==> config.mk <==
export PLATFORM = sky130hd
export DESIGN_NAME = mmu_cp0_regfile_flat
export DESIGN_NICKNAME = d
export VERILOG_FILES = /design/src/rtl/mmu_cp0_regfile_if.sv /design/src/rtl/mmu_cp0_regfile.sv /design/src/flat_wrapper.sv
export SDC_FILE = /design/constraint.sdc
export NUM_CORES = 1
export LEC_CHECK = 0
export CELL_PAD_IN_SITES_DETAIL_PLACEMENT = 1
export CELL_PAD_IN_SITES_GLOBAL_PLACEMENT = 2
export CORE_ASPECT_RATIO = 1.75
export CORE_MARGIN = 10
export CORE_UTILIZATION = 23
export DETAILED_ROUTE_END_ITERATION = 10
export PLACE_DENSITY_LB_ADDON = 0.1
export SLEW_MARGIN = 25
export SYNTH_ARGS = -nofsm -noshare
export SYNTH_HDL_FRONTEND = slang
export SYNTH_SLANG_ARGS = --single-unit
==> constraint.sdc <==
create_clock -name clk -period 2.4 [get_ports clk]
set_input_delay 0.24 -clock clk [delete_from_list [all_inputs] [get_ports clk]]
set_output_delay 0.24 -clock clk [all_outputs]
set_load 0.01 [all_outputs]
==> src/rtl/mmu_cp0_regfile_if.sv <==
// ============================================================================
// Module      : mmu_cp0_regfile_if
// Description : CP0<->MMU register/TLB-sequencer bus with master/slave views.
// Revision    : 1.0 - initial release
// ============================================================================
`default_nettype none

`ifndef MMU_REG
`define MMU_REG           [3:0]
`define MMU_REG_NONE      4'd0
`define MMU_REG_INDEX     4'd1
`define MMU_REG_RANDOM    4'd2
`define MMU_REG_ENTRYLO0  4'd3
`define MMU_REG_ENTRYLO1  4'd4
`define MMU_REG_CONTEXT   4'd5
`define MMU_REG_PAGEMASK  4'd6
`define MMU_REG_WIRED     4'd7
`define MMU_REG_ENTRYHI   4'd8
`endif

interface mmu_cp0_regfile_if #(
  parameter int IDX_W = 4
) ();
  logic `MMU_REG     mmu_reg;
  logic              readMMUReg;
  logic              writeMMUReg;
  logic [31:0]       mmu_dataIn;
  logic [31:0]       mmu_dataOut;
  logic [1:0]        tlb_cmd;
  logic              tlb_req;
  logic              tlb_busy;
  logic              tlb_done;
  logic [IDX_W-1:0]  tlb_idx;
  logic              tlb_we;
  logic [31:0]       tlb_wHi;
  logic [31:0]       tlb_wLo0;
  logic [31:0]       tlb_wLo1;
  logic [31:0]       tlb_wMask;
  logic [31:0]       tlb_rHi;
  logic [31:0]       tlb_rLo0;
  logic [31:0]       tlb_rLo1;
  logic [31:0]       tlb_rMask;
  logic              exc_we;
  logic [31:0]       exc_vaddr;

  modport master (
    output mmu_reg, readMMUReg, writeMMUReg, mmu_dataIn,
    output tlb_cmd, tlb_req,
    output tlb_rHi, tlb_rLo0, tlb_rLo1, tlb_rMask,
    output exc_we, exc_vaddr,
    input  mmu_dataOut, tlb_busy, tlb_done, tlb_idx, tlb_we,
    input  tlb_wHi, tlb_wLo0, tlb_wLo1, tlb_wMask
  );

  modport slave (
    input  mmu_reg, readMMUReg, writeMMUReg, mmu_dataIn,
    input  tlb_cmd, tlb_req,
    input  tlb_rHi, tlb_rLo0, tlb_rLo1, tlb_rMask,
    input  exc_we, exc_vaddr,
    output mmu_dataOut, tlb_busy, tlb_done, tlb_idx, tlb_we,
    output tlb_wHi, tlb_wLo0, tlb_wLo1, tlb_wMask
  );
endinterface

`default_nettype wire

==> src/rtl/mmu_cp0_regfile.sv <==
// ============================================================================
// Module      : mmu_cp0_regfile
// Description : MMU-owned CP0 registers plus TLBR/TLBWI/TLBWR/TLBP sequencer.
//               Optional macro MMU_WIRED_EN enables the Wired register.
// Revision    : 1.0 - initial release
// ============================================================================
`default_nettype none

module mmu_cp0_regfile #(
  parameter int NUM_ENTRIES = 16,
  parameter int IDX_W       = 4
) (
  input  logic              clk,
  input  logic              res,
  mmu_cp0_regfile_if.slave  bus
);

  localparam logic [IDX_W-1:0] LAST_IDX = IDX_W'(NUM_ENTRIES - 1);
  localparam logic [1:0] CMD_TLBR  = 2'd0;
  localparam logic [1:0] CMD_TLBWI = 2'd1;
  localparam logic [1:0] CMD_TLBWR = 2'd2;

  typedef enum logic [2:0] {
    S_IDLE  = 3'd0,
    S_RD    = 3'd1,
    S_WR    = 3'd2,
    S_PROBE = 3'd3,
    S_DONE  = 3'd4
  } state_e;

  state_e            state_q;
  logic              busy_q, done_q, we_q;
  logic [IDX_W-1:0]  tlb_idx_q;
  logic [31:0]       dout_q;

  logic              index_p_q, index_p_d;
  logic [IDX_W-1:0]  index_idx_q, index_idx_d;
  logic [IDX_W-1:0]  random_q, random_d;
  logic [29:0]       lo0_q, lo0_d, lo1_q, lo1_d;
  logic [8:0]        ptebase_q, ptebase_d;
  logic [18:0]       badvpn2_q, badvpn2_d;
  logic [15:0]       pagemask_q, pagemask_d;
  logic [18:0]       vpn2_q, vpn2_d;
  logic [7:0]        asid_q, asid_d;
`ifdef MMU_WIRED_EN
  logic [IDX_W-1:0]  wired_q, wired_d;
`endif

  logic [18:0]       w_vmask;
  logic              w_probe_hit;
  logic              w_probe_last;
  logic [31:0]       w_rdata;
  logic              w_wr_wired;

  // Page-mask bits widen the VPN2 compare; the top three VPN2 bits are always compared.
  assign w_vmask      = {3'b111, ~bus.tlb_rMask[28:13]};
  assign w_probe_hit  = (state_q == S_PROBE)
                      && ((bus.tlb_rHi[31:13] & w_vmask) == (vpn2_q & w_vmask))
                      && ((bus.tlb_rLo0[0] & bus.tlb_rLo1[0]) || (bus.tlb_rHi[7:0] == asid_q));
  assign w_probe_last = (tlb_idx_q == LAST_IDX);
  assign w_wr_wired   = bus.writeMMUReg && (bus.mmu_reg == `MMU_REG_WIRED);

  always_comb begin
    w_rdata = 32'h0;
    case (bus.mmu_reg)
      `MMU_REG_INDEX:    w_rdata = {index_p_q, {(31-IDX_W){1'b0}}, index_idx_q};
      `MMU_REG_RANDOM:   w_rdata = {{(32-IDX_W){1'b0}}, random_q};
      `MMU_REG_ENTRYLO0: w_rdata = {2'b00, lo0_q};
      `MMU_REG_ENTRYLO1: w_rdata = {2'b00, lo1_q};
      `MMU_REG_CONTEXT:  w_rdata = {ptebase_q, badvpn2_q, 4'h0};
      `MMU_REG_PAGEMASK: w_rdata = {3'b000, pagemask_q, 13'h0};
`ifdef MMU_WIRED_EN
      `MMU_REG_WIRED:    w_rdata = {{(32-IDX_W){1'b0}}, wired_q};
`endif
      `MMU_REG_ENTRYHI:  w_rdata = {vpn2_q, 5'h00, asid_q};
      default:           w_rdata = 32'h0;
    endcase
  end

  // Later assignments override earlier ones: software < exception < sequencer.
  always_comb begin
    index_p_d   = index_p_q;
    index_idx_d = index_idx_q;
    lo0_d       = lo0_q;
    lo1_d       = lo1_q;
    ptebase_d   = ptebase_q;
    badvpn2_d   = badvpn2_q;
    pagemask_d  = pagemask_q;
    vpn2_d      = vpn2_q;
    asid_d      = asid_q;
`ifdef MMU_WIRED_EN
    wired_d     = wired_q;
    if (w_wr_wired || (random_q <= wired_q)) random_d = LAST_IDX;
    else                                     random_d = random_q - 1'b1;
`else
    random_d    = random_q - 1'b1;
`endif

    if (bus.writeMMUReg) begin
      case (bus.mmu_reg)
        `MMU_REG_INDEX:    index_idx_d = bus.mmu_dataIn[IDX_W-1:0];
        `MMU_REG_ENTRYLO0: lo0_d       = bus.mmu_dataIn[29:0];
        `MMU_REG_ENTRYLO1: lo1_d       = bus.mmu_dataIn[29:0];
        `MMU_REG_CONTEXT:  ptebase_d   = bus.mmu_dataIn[31:23];
        `MMU_REG_PAGEMASK: pagemask_d  = bus.mmu_dataIn[28:13];
`ifdef MMU_WIRED_EN
        `MMU_REG_WIRED:    wired_d     = bus.mmu_dataIn[IDX_W-1:0];
`endif
        `MMU_REG_ENTRYHI: begin
          vpn2_d = bus.mmu_dataIn[31:13];
          asid_d = bus.mmu_dataIn[7:0];
        end
        default: ;
      endcase
    end

    if (bus.exc_we) begin
      vpn2_d    = bus.exc_vaddr[31:13];
      asid_d    = asid_q;
      badvpn2_d = bus.exc_vaddr[31:13];
    end

    if (state_q == S_RD) begin
      vpn2_d     = bus.tlb_rHi[31:13];
      asid_d     = bus.tlb_rHi[7:0];
      lo0_d      = bus.tlb_rLo0[29:0];
      lo1_d      = bus.tlb_rLo1[29:0];
      pagemask_d = bus.tlb_rMask[28:13];
    end else if (w_probe_hit) begin
      index_p_d   = 1'b0;
      index_idx_d = tlb_idx_q;
    end else if ((state_q == S_PROBE) && w_probe_last) begin
      index_p_d   = 1'b1;
    end
  end

  always_ff @(posedge clk or negedge res) begin
    if (!res) begin
      index_p_q   <= 1'b0;
      index_idx_q <= '0;
      random_q    <= LAST_IDX;
      lo0_q       <= '0;
      lo1_q       <= '0;
      ptebase_q   <= '0;
      badvpn2_q   <= '0;
      pagemask_q  <= '0;
      vpn2_q      <= '0;
      asid_q      <= '0;
`ifdef MMU_WIRED_EN
      wired_q     <= '0;
`endif
      dout_q      <= '0;
    end else begin
      index_p_q   <= index_p_d;
      index_idx_q <= index_idx_d;
      random_q    <= random_d;
      lo0_q       <= lo0_d;
      lo1_q       <= lo1_d;
      ptebase_q   <= ptebase_d;
      badvpn2_q   <= badvpn2_d;
      pagemask_q  <= pagemask_d;
      vpn2_q      <= vpn2_d;
      asid_q      <= asid_d;
`ifdef MMU_WIRED_EN
      wired_q     <= wired_d;
`endif
      if (bus.readMMUReg) dout_q <= w_rdata;
    end
  end

  always_ff @(posedge clk or negedge res) begin
    if (!res) begin
      state_q   <= S_IDLE;
      busy_q    <= 1'b0;
      done_q    <= 1'b0;
      we_q      <= 1'b0;
      tlb_idx_q <= '0;
    end else begin
      done_q <= 1'b0;
      we_q   <= 1'b0;
      case (state_q)
        S_IDLE: begin
          if (bus.tlb_req) begin
            busy_q <= 1'b1;
            case (bus.tlb_cmd)
              CMD_TLBR: begin
                state_q   <= S_RD;
                tlb_idx_q <= index_idx_q;
              end
              CMD_TLBWI: begin
                state_q   <= S_WR;
                tlb_idx_q <= index_idx_q;
                we_q      <= 1'b1;
              end
              CMD_TLBWR: begin
                state_q   <= S_WR;
                tlb_idx_q <= random_q;
                we_q      <= 1'b1;
              end
              default: begin
                state_q   <= S_PROBE;
                tlb_idx_q <= '0;
              end
            endcase
          end
        end
        S_RD, S_WR: begin
          state_q <= S_DONE;
          done_q  <= 1'b1;
        end
        S_PROBE: begin
          if (w_probe_hit || w_probe_last) begin
            state_q <= S_DONE;
            done_q  <= 1'b1;
          end else begin
            tlb_idx_q <= tlb_idx_q + 1'b1;
          end
        end
        S_DONE: begin
          state_q <= S_IDLE;
          busy_q  <= 1'b0;
        end
        default: begin
          state_q <= S_IDLE;
          busy_q  <= 1'b0;
        end
      endcase
    end
  end

  assign bus.mmu_dataOut = dout_q;
  assign bus.tlb_busy    = busy_q;
  assign bus.tlb_done    = done_q;
  assign bus.tlb_we      = we_q;
  assign bus.tlb_idx     = tlb_idx_q;
  assign bus.tlb_wHi     = {vpn2_q, 5'h00, asid_q};
  assign bus.tlb_wLo0    = {2'b00, lo0_q};
  assign bus.tlb_wLo1    = {2'b00, lo1_q};
  assign bus.tlb_wMask   = {3'b000, pagemask_q, 13'h0};

  logic w_unused;
  assign w_unused = ^{bus.tlb_rHi[12:8], bus.tlb_rLo0[31:30], bus.tlb_rLo1[31:30],
                      bus.tlb_rMask[31:29], bus.tlb_rMask[12:0], bus.exc_vaddr[12:0],
                      w_wr_wired};

endmodule

`default_nettype wire

==> src/flat_wrapper.sv <==
// flat-port wrapper written by rule: the top's interface ports become plain ports
module mmu_cp0_regfile_flat 
#(
  parameter int NUM_ENTRIES = 16,
  parameter int IDX_W       = 4
)
  (clk, res, bus_mmu_reg, bus_readMMUReg, bus_writeMMUReg, bus_mmu_dataIn, bus_tlb_cmd, bus_tlb_req, bus_tlb_rHi, bus_tlb_rLo0, bus_tlb_rLo1, bus_tlb_rMask, bus_exc_we, bus_exc_vaddr, bus_mmu_dataOut, bus_tlb_busy, bus_tlb_done, bus_tlb_idx, bus_tlb_we, bus_tlb_wHi, bus_tlb_wLo0, bus_tlb_wLo1, bus_tlb_wMask);
  mmu_cp0_regfile_if #(.IDX_W(IDX_W)) bus_i ();
  input  logic clk;
  input  logic res;
  input wire logic [$bits(bus_i.mmu_reg)-1:0] bus_mmu_reg;
  input wire logic [$bits(bus_i.readMMUReg)-1:0] bus_readMMUReg;
  input wire logic [$bits(bus_i.writeMMUReg)-1:0] bus_writeMMUReg;
  input wire logic [$bits(bus_i.mmu_dataIn)-1:0] bus_mmu_dataIn;
  input wire logic [$bits(bus_i.tlb_cmd)-1:0] bus_tlb_cmd;
  input wire logic [$bits(bus_i.tlb_req)-1:0] bus_tlb_req;
  input wire logic [$bits(bus_i.tlb_rHi)-1:0] bus_tlb_rHi;
  input wire logic [$bits(bus_i.tlb_rLo0)-1:0] bus_tlb_rLo0;
  input wire logic [$bits(bus_i.tlb_rLo1)-1:0] bus_tlb_rLo1;
  input wire logic [$bits(bus_i.tlb_rMask)-1:0] bus_tlb_rMask;
  input wire logic [$bits(bus_i.exc_we)-1:0] bus_exc_we;
  input wire logic [$bits(bus_i.exc_vaddr)-1:0] bus_exc_vaddr;
  output wire logic [$bits(bus_i.mmu_dataOut)-1:0] bus_mmu_dataOut;
  output wire logic [$bits(bus_i.tlb_busy)-1:0] bus_tlb_busy;
  output wire logic [$bits(bus_i.tlb_done)-1:0] bus_tlb_done;
  output wire logic [$bits(bus_i.tlb_idx)-1:0] bus_tlb_idx;
  output wire logic [$bits(bus_i.tlb_we)-1:0] bus_tlb_we;
  output wire logic [$bits(bus_i.tlb_wHi)-1:0] bus_tlb_wHi;
  output wire logic [$bits(bus_i.tlb_wLo0)-1:0] bus_tlb_wLo0;
  output wire logic [$bits(bus_i.tlb_wLo1)-1:0] bus_tlb_wLo1;
  output wire logic [$bits(bus_i.tlb_wMask)-1:0] bus_tlb_wMask;
  assign bus_i.mmu_reg = bus_mmu_reg;
  assign bus_i.readMMUReg = bus_readMMUReg;
  assign bus_i.writeMMUReg = bus_writeMMUReg;
  assign bus_i.mmu_dataIn = bus_mmu_dataIn;
  assign bus_i.tlb_cmd = bus_tlb_cmd;
  assign bus_i.tlb_req = bus_tlb_req;
  assign bus_i.tlb_rHi = bus_tlb_rHi;
  assign bus_i.tlb_rLo0 = bus_tlb_rLo0;
  assign bus_i.tlb_rLo1 = bus_tlb_rLo1;
  assign bus_i.tlb_rMask = bus_tlb_rMask;
  assign bus_i.exc_we = bus_exc_we;
  assign bus_i.exc_vaddr = bus_exc_vaddr;
  assign bus_mmu_dataOut = bus_i.mmu_dataOut;
  assign bus_tlb_busy = bus_i.tlb_busy;
  assign bus_tlb_done = bus_i.tlb_done;
  assign bus_tlb_idx = bus_i.tlb_idx;
  assign bus_tlb_we = bus_i.tlb_we;
  assign bus_tlb_wHi = bus_i.tlb_wHi;
  assign bus_tlb_wLo0 = bus_i.tlb_wLo0;
  assign bus_tlb_wLo1 = bus_i.tlb_wLo1;
  assign bus_tlb_wMask = bus_i.tlb_wMask;
  mmu_cp0_regfile #(.NUM_ENTRIES(NUM_ENTRIES), .IDX_W(IDX_W)) u_core (.clk(clk), .res(res), .bus(bus_i));
endmodule
# Word level (Yosys, flattened, before mapping)
# Index checks and enable logic that the tools add are counted.
dict set report op_classes {
  eq_ne 19
  bitwise_logic 6
  n_reduce_logical 30
  n_addsub 2
  muxes 39
}
# cell count
set op_table {}
lappend op_table {{32-bit one-hot mux with 7 select lines} 1}
lappend op_table {{30-bit 2-to-1 mux} 6}
lappend op_table {{19-bit 2-to-1 mux} 4}
lappend op_table {{16-bit 2-to-1 mux} 3}
lappend op_table {{19-bit AND} 2}
lappend op_table {{8-bit 2-to-1 mux} 4}
lappend op_table {{4-bit 2-to-1 mux} 6}
lappend op_table {{19-bit == test} 1}
lappend op_table {{16-bit inverter} 1}
lappend op_table {{4-bit one-hot mux with 2 select lines} 2}
lappend op_table {{2-bit AND reduction} 8}
lappend op_table {{2-bit nonzero test} 7}
lappend op_table {{4-bit by 3-bit == test with 1-bit output, second input constant} 3}
lappend op_table {{3-bit one-hot mux with 3 select lines} 1}
lappend op_table {{4-bit by 2-bit == test with 1-bit output, second input constant} 2}
lappend op_table {{4-bit == test, second input constant} 2}
lappend op_table {{8-bit == test} 1}
lappend op_table {{1-bit 2-to-1 mux} 7}
lappend op_table {{3-bit by 2-bit == test with 1-bit output, second input constant} 2}
lappend op_table {{3-bit 2-to-1 mux} 2}
lappend op_table {{2-bit inequality test, second input constant} 3}
lappend op_table {{3-bit AND reduction} 2}
lappend op_table {{3-bit nonzero test} 2}
lappend op_table {{2-bit OR reduction} 3}
lappend op_table {{16 further kinds} 21}
dict set report word_totals {
  inputBits 204
  reg_bits 182
  word_cells 112
  out_inout_bits 167
}

# Depth between registers and ports, before layout
# Gate-level depths: netlist (run 1).
dict set report depth {
  word_depth 8
  depth_mapped 8
  mapped_depth_nobuf 7
}

# Worst setup path before layout (run 1)
# OpenSTA, ideal clock, no wires.
dict set report synth_timing {
  path_kind {register to register}
  startpoint {register u_core.state_q[2]}
  endpoint {register u_core.index_idx_q[0]}
  t_required_ns 2.275
  setup_ns 0.125
  arrival_time_ns 2.371
  n_path_buf 3
  path_slack_ns -0.096
  stages_incl_launch_ff 9
  synth_period_minus_slack_ns 2.496
  cell_sequence {dfrtp_1 -> and3b_1 -> buf_4 -> nand3_1 -> or4_1 -> buf_2 -> or4_4 -> buf_6 -> mux2_4}
}
dict set report synth_between {
  elab_chain_cells 5
  word_cells_on_any_way 6
  classes_between {eq/ne: 2; mux: 2; reduce/logical: 2}
}
# element line_no
set synth_rtl {}
lappend synth_rtl {{start, declared} mmu_cp0_regfile.sv:31} ;# state_e state_q;
lappend synth_rtl {{start signal, assigned} mmu_cp0_regfile.sv:173} ;# state_q <= S_IDLE;
lappend synth_rtl {{start signal, assigned} mmu_cp0_regfile.sv:187} ;# state_q <= S_RD;
lappend synth_rtl {{start signal, assigned} mmu_cp0_regfile.sv:191} ;# state_q <= S_WR;
lappend synth_rtl {{3-bit by 2-bit == test with 1-bit output} mmu_cp0_regfile.sv:57} ;# assign w_probe_hit = (state_q == S_PROBE)
lappend synth_rtl {{1-bit logical AND} mmu_cp0_regfile.sv:58} ;# && ((bus.tlb_rHi[31:13] & w_vmask) == (vpn2_q & w_vmask))
lappend synth_rtl {{1-bit logical AND} mmu_cp0_regfile.sv:59} ;# && ((bus.tlb_rLo0[0] & bus.tlb_rLo1[0]) || (bus.tlb_rHi[7:0] == asid_q));
lappend synth_rtl {{4-bit 2-to-1 mux} mmu_cp0_regfile.sv:129} ;# end else if (w_probe_hit) begin
lappend synth_rtl {{4-bit 2-to-1 mux *} mmu_cp0_regfile.sv:123} ;# if (state_q == S_RD) begin
lappend synth_rtl {{named net u_core.index_idx_d[0]} mmu_cp0_regfile.sv:37} ;# logic [IDX_W-1:0] index_idx_q, index_idx_d;
lappend synth_rtl {{end signal, assigned} mmu_cp0_regfile.sv:155} ;# index_idx_q <= index_idx_d;
lappend synth_rtl {{end, declared} mmu_cp0_regfile.sv:37}
# The timed path passes the listed nets; every way through them passes the cells marked *.
# A chain may end at the register's enable or synchronous reset.

# Final worst setup path (run 1)
dict set report layout_timing {
  startpoint {register u_core.asid_q[6]}
  endpoint {register u_core.index_idx_q[1]}
}
dict set report layout_between {
  elab_chain_cells 5
}
# element line_no
set layout_rtl {}
lappend layout_rtl {{start, declared} mmu_cp0_regfile.sv:44} ;# logic [7:0] asid_q, asid_d;
lappend layout_rtl {{start signal, assigned} mmu_cp0_regfile.sv:163} ;# asid_q <= asid_d;
lappend layout_rtl {{8-bit == test} mmu_cp0_regfile.sv:59}
lappend layout_rtl {{1-bit logical OR} mmu_cp0_regfile.sv:59}
lappend layout_rtl {{1-bit logical AND} mmu_cp0_regfile.sv:59}
lappend layout_rtl {{4-bit 2-to-1 mux} mmu_cp0_regfile.sv:129}
lappend layout_rtl {{4-bit 2-to-1 mux} mmu_cp0_regfile.sv:123}
lappend layout_rtl {{named net u_core.index_idx_d[1]} mmu_cp0_regfile.sv:37}
# The timed path passes the listed nets, and every way through them passes these cells.

==> results by group, run 1 <==
STA
  – Fin crit period: 2.35 ns
  – Relative slew margins: approximately 58%
  – Setup total negative slack: 0 ns
  – Final Max Slew Viols: 0
  – Final setup viols: 0
  – Clock Skew: about 0.013 ns
  – Final worst path period share: a little over nine tenths
  – Slew @ Worst Pin: about 0.63 ns
  – Hold slack: ~0.33 ns
  – Final setup margin: around 0.046 ns
  – Fmax: between 0.4 and 0.5 GHz
  – Final Hold Fails: 0
  – RSZ-0062 raised after global routing: no

Route
  – DRT iter0 DRCs: between 400 and 500
  – Routed Antenna Nets: 0
  – Via-per-instance ratio: ~4.7
  – Residual DRC: 0
  – Pre-Repair DR Iteration Count: 7
  – Avg WL per Cell: 25.0 um
  – Vias: a little under 9000
  – Routed wire length: 46700 um

Worst setup path
  – Worst setup EP type: register
  – Setup CP Type: reg2reg
  – R2R Path Start: u_core.asid_q[6]
  – Crit path DAT: between 2 and 3 ns
  – Crit-path max FO: 6
  – Crit path launch: u_core.asid_q[6]
  – WP data required: 2.74 ns
  – Worst setup SP type: register
  – Flop2flop setup slack: 0.05 ns

Floorplan
  – Die Wd: approximately 170 um
  – Io pins: around 370
  – Die footprint: roughly 0.05 mm^2
  – Num rows: a little under 100
  – Die height: a little under 300 um
  – Initial Util: about 23%
  – Core area: ~0.041 mm^2

Clock tree
  – H-tree depth: 4
  – Sinks on Clock Net: 182
  – Worst-Skew Late Latency: between 0.4 and 0.5 ns
  – Setup Buffers After CTS: 0
  – Root buf cell: clkbuf_16
  – CTS tree: done
  – Num CTS Buffers: 17
  – Clock transition at path regs: 0.08 ns
  – Max Root-Sink Buffers: 2

Yosys
  – Netlist cell types: around 50
  – Top cells by area, synth: dfrtp_1 47%, mux2i_1 11%, o21ai_0 6.5%, nand2_1 4.4%, mux2_2 3.7%
  – Number of enable flip-flop cells after synthesis: 0
  – Seq/Total Area, Yosys: slightly below 50%
  – Area leader, netlist: dfrtp_1
  – YS warnings: 0
  – Cells after synthesis: roughly 940
  – Post-synthesis cell area: 0.00947 mm^2
  – Number of synthesized register bits: 182
  – Ys flop type: dfrtp_1
  – Asr flop ratio synth: 100%
  – Syn avg cell area: just over 10 um^2
  – Post-synth top area share: ~47%

Placed design
  – GP Congestion: approximately 0.8
  – Dpl ws: -0.363 ns
  – Post-place instance area: around 0.014 mm^2
  – PortBufs: approximately 300
  – HPWL Detailed: ~36000 um

Global route
  – GR Overflow Total: 0
  – Initial antenna violation count: 6
  – Pin count of the biggest net entering global routing: slightly above 60
  – Number of global-route vias before repair: just under 10000
  – First-pass GRT wire length: just under 70000 um
  – Total GRT Usage: between 10% and 20%

Worst hold path
  – Hold_sp: bus_tlb_rLo1[15]
  – Hold WC Path Type: in2reg

Cells and area
  – Filler cells: between 4000 and 5000
  – Register area: between 0.004 and 0.005 mm^2
  – Area grow syn2layout: 53.6%
  – Ratio of cells with drive above 1 in the final layout: 14.7%
  – Final nets: roughly 1500
  – Area of the multi-input gates: around 0.0045 mm^2
  – Final Cell Area: roughly 0.015 mm^2

Run
  – MaxCap Viol Count: 0

Power and ir drop
  – Max IR drop VDD: between 0.4 and 0.5 mV
  – Power per Cell Area: 928 mW/mm^2
  – Lkg Pwr: roughly 6.4 nW

Run status
  – Outcome: finished, final reports clean
registers in the layout, summed over array words and instances (netlist names), 8 cells and up:
name / cells
u_core.bus.mmu_dataOut: 32
u_core.asid_q: 8
u_core.vpn2_q: 19
u_core.pagemask_q: 16
u_core.ptebase_q: 9
u_core.lo1_q: 30
u_core.lo0_q: 30
u_core.badvpn2_q: 19
worst max-delay path, stage by stage (launching register included):
cell     delay (ns)
dfrtp_1        0.41
xor2_1         0.20
nor4_1         0.44
a22oi_1        0.21
or4_4          0.65
mux2_4         0.33
cell usage in the layout (no fill, tap or decap), types with 3 or more instances in the layout:
master	n
clkbuf_16	17
a22oi_1	25
ha_1	6
xnor2_1	13
nand3_1	6
a21o_1	16
nand2b_1	3
clkdlybuf4s50_1	304
conb_1	25
nor4_1	4
o21a_1	8
nand2_1	109
dfrtp_1	178
xnor2_2	5
o21ai_0	123
buf_12	17
a222oi_1	20
inv_6	4
a22o_1	12
mux2i_1	105
a221oi_1	7
mux2_4	3
mux2_2	31
clkinv_2	3
buf_4	82
a21oi_1	27
dfstp_2	4
nand3b_1	8
nor2_1	29
o22ai_1	23
clkbuf_8	3
xor2_1	11
inv_1	41
final timing paths:
check                                   endpoint  cells after the start
max in group asynchronous       u_core.lo1_q[16]                      3
setup reg to reg           u_core.index_idx_q[1]                      5
hold / removal                  u_core.lo1_q[15]                      3
hold reg to reg                 u_core.index_p_q                      1
setup / recovery           u_core.index_idx_q[1]                      5
min in group asynchronous        u_core.lo0_q[5]                      2
Yosys cell counts, types with 8 or more instances:
| cell | instances |
|---|---|
| o22ai_1 | 24 |
| inv_1 | 41 |
| a22oi_1 | 25 |
| clkbuf_1 | 53 |
| nor2_1 | 29 |
| mux2_2 | 31 |
| o21a_1 | 8 |
| nand2_1 | 111 |
| xor2_1 | 11 |
| a222oi_1 | 20 |
| a21o_1 | 16 |
| mux2i_1 | 105 |
| nand3b_1 | 8 |
| a22o_1 | 12 |
| xnor2_1 | 18 |
| dfrtp_1 | 178 |
| buf_1 | 8 |
| buf_4 | 26 |
| o21ai_0 | 123 |
| a21oi_1 | 27 |
final cells by class:
| type | count | area share [%] |
|---|---|---|
| inverters | 41 | 1.06 |
| clock buffers | 19 | 3.11 |
| diodes | 2 | 0.0344 |
| well taps | 550 | 4.73 |
| repair buffers | 407 | 27.7 |
| flip-flops and latches | 182 | 31.3 |
| multi-input cells | 653 | 31.0 |
| clock inverters | 13 | 0.981 |
per-stage QoR:
| stage | power [mW] | utilization [%] | instances |
|---|---|---|---|
| floorplan | 6.98 | - | 965 |
| global placement | 10.6 | 34.0 | 1832 |
| detailed placement | 10.7 | 34.0 | 1832 |
| CTS | 13.8 | 35.5 | 1865 |
| global route | 14.4 | 35.6 | 1867 |
| finish | 13.5 | 35.6 | 1867 |
cells by family (layout without fill, tap and decap cells):
group                      Yosys count  count (layout)  share of synthesized area (%)
AOI/OAI and AO/OA                  274             274                           18.3
buffers and inverters              130             480                           6.28
other                                1              27                         0.0396
DFF                                182             182                           48.2
muxes                              139             139                           15.3
adders and majority gates            6               6                          0.793
xor gates and xnor gates            29              29                           2.68
and+or+nand+nor                    180             180                           8.43
what timing repair did:
action / 4_1_cts / 5_1_grt
setup endpoints to repair: 4 / 4
resized for setup: 1 / 6
endpoints found under the hold margin: 53 / 0
hold buffers: 1 / 0
pin swaps: 0 / 3
where the power goes:
part	leakage, nW	switching [mW]	internal, mW
clock	0.291	1.39	1.60
sequential	2.28	0.877	4.04
combinational	3.82	2.61	2.99
per-layer routing:
layer / up-vias / GRT usage [%] / share of wire (%)
met1: 4389 / 19.3 / 37
li1: 4057 / - / -
met2: 235 / 35.5 / 56
met4: 8 / 5.04 / 1.5
met5: - / 0 / 0.12
met3: 34 / 4.54 / 5.1
Note: power is estimated with default switching activity, not from simulation.
==> run 2: changes to the inputs <==
- CORE_UTILIZATION: 23 -> 24
- CTS_BUF_LIST: not set -> sky130_fd_sc_hd__clkbuf_4
==> results by group, run 2 (synthesis gave the netlist of run 1 again) <==
STA
  – Relative slew margins: 59.5% (was 57.7%)
  – Final Hold Fails: 0 (unchanged)
  – Hold slack: 0.0650 ns (was 0.333 ns)
  – Fin crit period: 2.35 ns (about the same)
  – Setup total negative slack: 0 ns (unchanged)
  – RSZ-0062 raised after global routing: yes (was no)
  – Final Max Slew Viols: 0 (unchanged)
  – Final worst path period share: 97.9% (was 98.1%)
  – Clock Skew: 0.0231 ns (was 0.0127 ns)
  – Fmax: 0.426 GHz (was 0.425 GHz)
  – Slew @ Worst Pin: 0.607 ns (was 0.634 ns)
  – Final setup viols: 0 (unchanged)
  – Final setup margin: 0.0516 ns (was 0.0464 ns)

Route
  – DRT iter0 DRCs: 491 (was 449)
  – Residual DRC: 0 (unchanged)
  – Pre-Repair DR Iteration Count: 5 (was 7)
  – Routed Antenna Nets: 0 (unchanged)
  – Avg WL per Cell: 25.3 um (was 25.0 um)
  – Via-per-instance ratio: 4.83 (was 4.67)
  – Routed wire length: 45600 um (was 46700 um)
  – Vias: 8700 (was 8723)

Worst setup path
  – Worst setup SP type: register (unchanged)
  – Crit path DAT: 2.88 ns (was 2.69 ns)
  – WP data required: 2.93 ns (was 2.74 ns)
  – Worst setup EP type: register (unchanged)
  – Setup CP Type: reg2reg (unchanged)
  – Crit-path max FO: 6 (unchanged)

Global route
  – Total GRT Usage: 18.8% (was 18.4%)
  – First-pass GRT wire length: 66100 um (was 68200 um)
  – Initial antenna violation count: 4 (was 6)
  – Number of global-route vias before repair: 9720 (was 9860)
  – GR Overflow Total: 0 (unchanged)
  – Pin count of the biggest net entering global routing: 77 (was 62)

Run status
  – Outcome: finished, final reports clean (unchanged)

Cells and area
  – Area grow syn2layout: 48.4% (was 53.6%)
  – Commonest non-fill, non-tap cell in the layout: clkdlybuf4s50_1 (unchanged)
  – Filler cells: 4452 (was 4637)
  – Max reg flops: 32 (unchanged)
  – Commonest non-fill, non-tap cells in the layout: 304 x clkdlybuf4s50_1, 178 x dfrtp_1, 123 x o21ai_0 (unchanged)
  – Ratio of cells with drive above 1 in the final layout: 13.8% (was 14.7%)
  – Final nets: 1508 (was 1512)
  – Fin cells: 1802 (was 1867)
  – Final core occ: 35.9% (was 35.6%)

Placed design
  – PortBufs: 307 (unchanged)
  – Dpl cells: 1768 (was 1832)
  – HPWL Detailed: 35400 um (was 36500 um)
  – Dpl ws: -0.458 ns (was -0.363 ns)
  – GP Congestion: 0.809 (was 0.795)

Floorplan
  – Num rows: 96 (was 98)
  – Die height: 283 um (was 288 um)
  – Io pins: 371 (unchanged)
  – Core area: 0.0392 mm^2 (was 0.0408 mm^2)
  – Initial Util: 24.2% (was 23.2%)
  – Die footprint: 0.0481 mm^2 (was 0.0500 mm^2)
  – Die Wd: 170 um (was 173 um)

Clock tree
  – Sinks on Clock Net: 182 (unchanged)
  – Clock transition at path regs: 0.16 ns (was 0.08 ns)
  – H-tree depth: 4 (unchanged)
  – Num CTS Buffers: 17 (unchanged)
  – Root buf cell: clkbuf_4 (was clkbuf_16)
  – Worst-Skew Late Latency: 0.63 ns (was 0.46 ns)
  – CTS tree: done (unchanged)
  – Setup Buffers After CTS: 0 (unchanged)
  – Max Root-Sink Buffers: 2 (unchanged)

Power and ir drop
  – Power per Cell Area: 870 mW/mm^2 (was 928 mW/mm^2)
  – Lkg Pwr: 6.17 nW (was 6.40 nW)
  – Max IR drop VDD: 0.342 mV (was 0.437 mV)
  – Switching Fraction: 38.5% (was 36.1%)
  – NetSw: 4.71 mW (was 4.87 mW)
  – Sequential Power Share: 40.1% (was 36.4%)
  – Combinational power share: 45.9% (was 41.5%)
  – Clock share of power: 14.1% (was 22.1%)
  – Int Pwr: 7.51 mW (was 8.63 mW)

Run
  – MaxCap Viol Count: 0 (unchanged)

Worst hold path
  – Hold WC Path Type: in2async (was in2reg)
run 2: cell types whose count changed in the layout (fill, tap and decap cells not counted), sizes merged:
cell and change:
buf -4, clkinvlp +2, inv -2, bufinv -1, clkbuf -1, diode +1
run 2: worst max-delay path, stage by stage, from the launching register on:
cell and delay, ns:
dfrtp_1 0.43, xor2_1 0.20, nor4_2 0.46, a22oi_1 0.20, or4_4 0.64, mux2_4 0.32
run 2: power by group through the flow:
stage               Combinational (mW)  Clock [mW]  Sequential [mW]
floorplan                         1.78           0             5.20
detailed placement                5.71           0             4.97
finish                            5.61        1.72             4.90
CTS                               5.75        1.82             4.91
global route                      6.12        1.93             5.04
global placement                  5.66           0             4.94
run 2: worst paths after layout:
check | start | end | slack, ns | depth (start not counted)
max in group asynchronous | res | u_core.bus.mmu_dataOut[31] | 1.57 | 3
min in group clk | bus_tlb_rLo1[26] | u_core.lo1_q[26] | 0.14 | 3
worst max register to register | u_core.asid_q[1] | u_core.index_idx_q[1] | 0.05 | 5
worst min register to register | u_core.random_q[0] | u_core.random_q[0] | 0.52 | 1
worst max-delay path | u_core.asid_q[1] | u_core.index_idx_q[1] | 0.05 | 5
worst min-delay path | res | u_core.lo0_q[5] | 0.06 | 2
run 2: per-stage QoR:
step,power [mW],cell area (um^2)
finish,12.2,14000
global route,13.1,14000
CTS,12.5,14000
floorplan,6.98,9560
global placement,10.6,13800
detailed placement,10.7,13800
run 2: final cells by class:
cell class | count | area, um^2 | share of cell area [%]
diodes | 3 | 7.51 | 0.0534
clock buffers | 18 | 135 | 0.962
clock inverters | 12 | 108 | 0.766
inverters | 41 | 154 | 1.10
multi-input cells | 653 | 4480 | 31.9
flip-flops and latches | 182 | 4560 | 32.5
well taps | 490 | 613 | 4.36
repair buffers | 403 | 3990 | 28.4
run 2: what timing repair did:
action,4_1_cts,5_1_grt
setup endpoints to repair,10,6
cloned,0,0
hold endpoints to repair,178,0
pin swaps,0,0
hold buffers,1,0
resized for setup,2,1
run 2: routing by layer:
layer / up-vias / track usage, % / wire (um) / part of all wire (%)
met4: 4 / 6.00 / 995 / 2.2
met3: 37 / 4.87 / 2690 / 5.9
met2: 276 / 35.1 / 24800 / 54
li1: 4045 / - / - / -
met5: - / 0 / 21 / 0.046
met1: 4338 / 19.9 / 17200 / 38
==> run 3: changes to the inputs <==
- SLEW_MARGIN: 25 -> not set
==> results of run 3 <==
No change in the layout: final DEF, timing and power equal those of run 2.
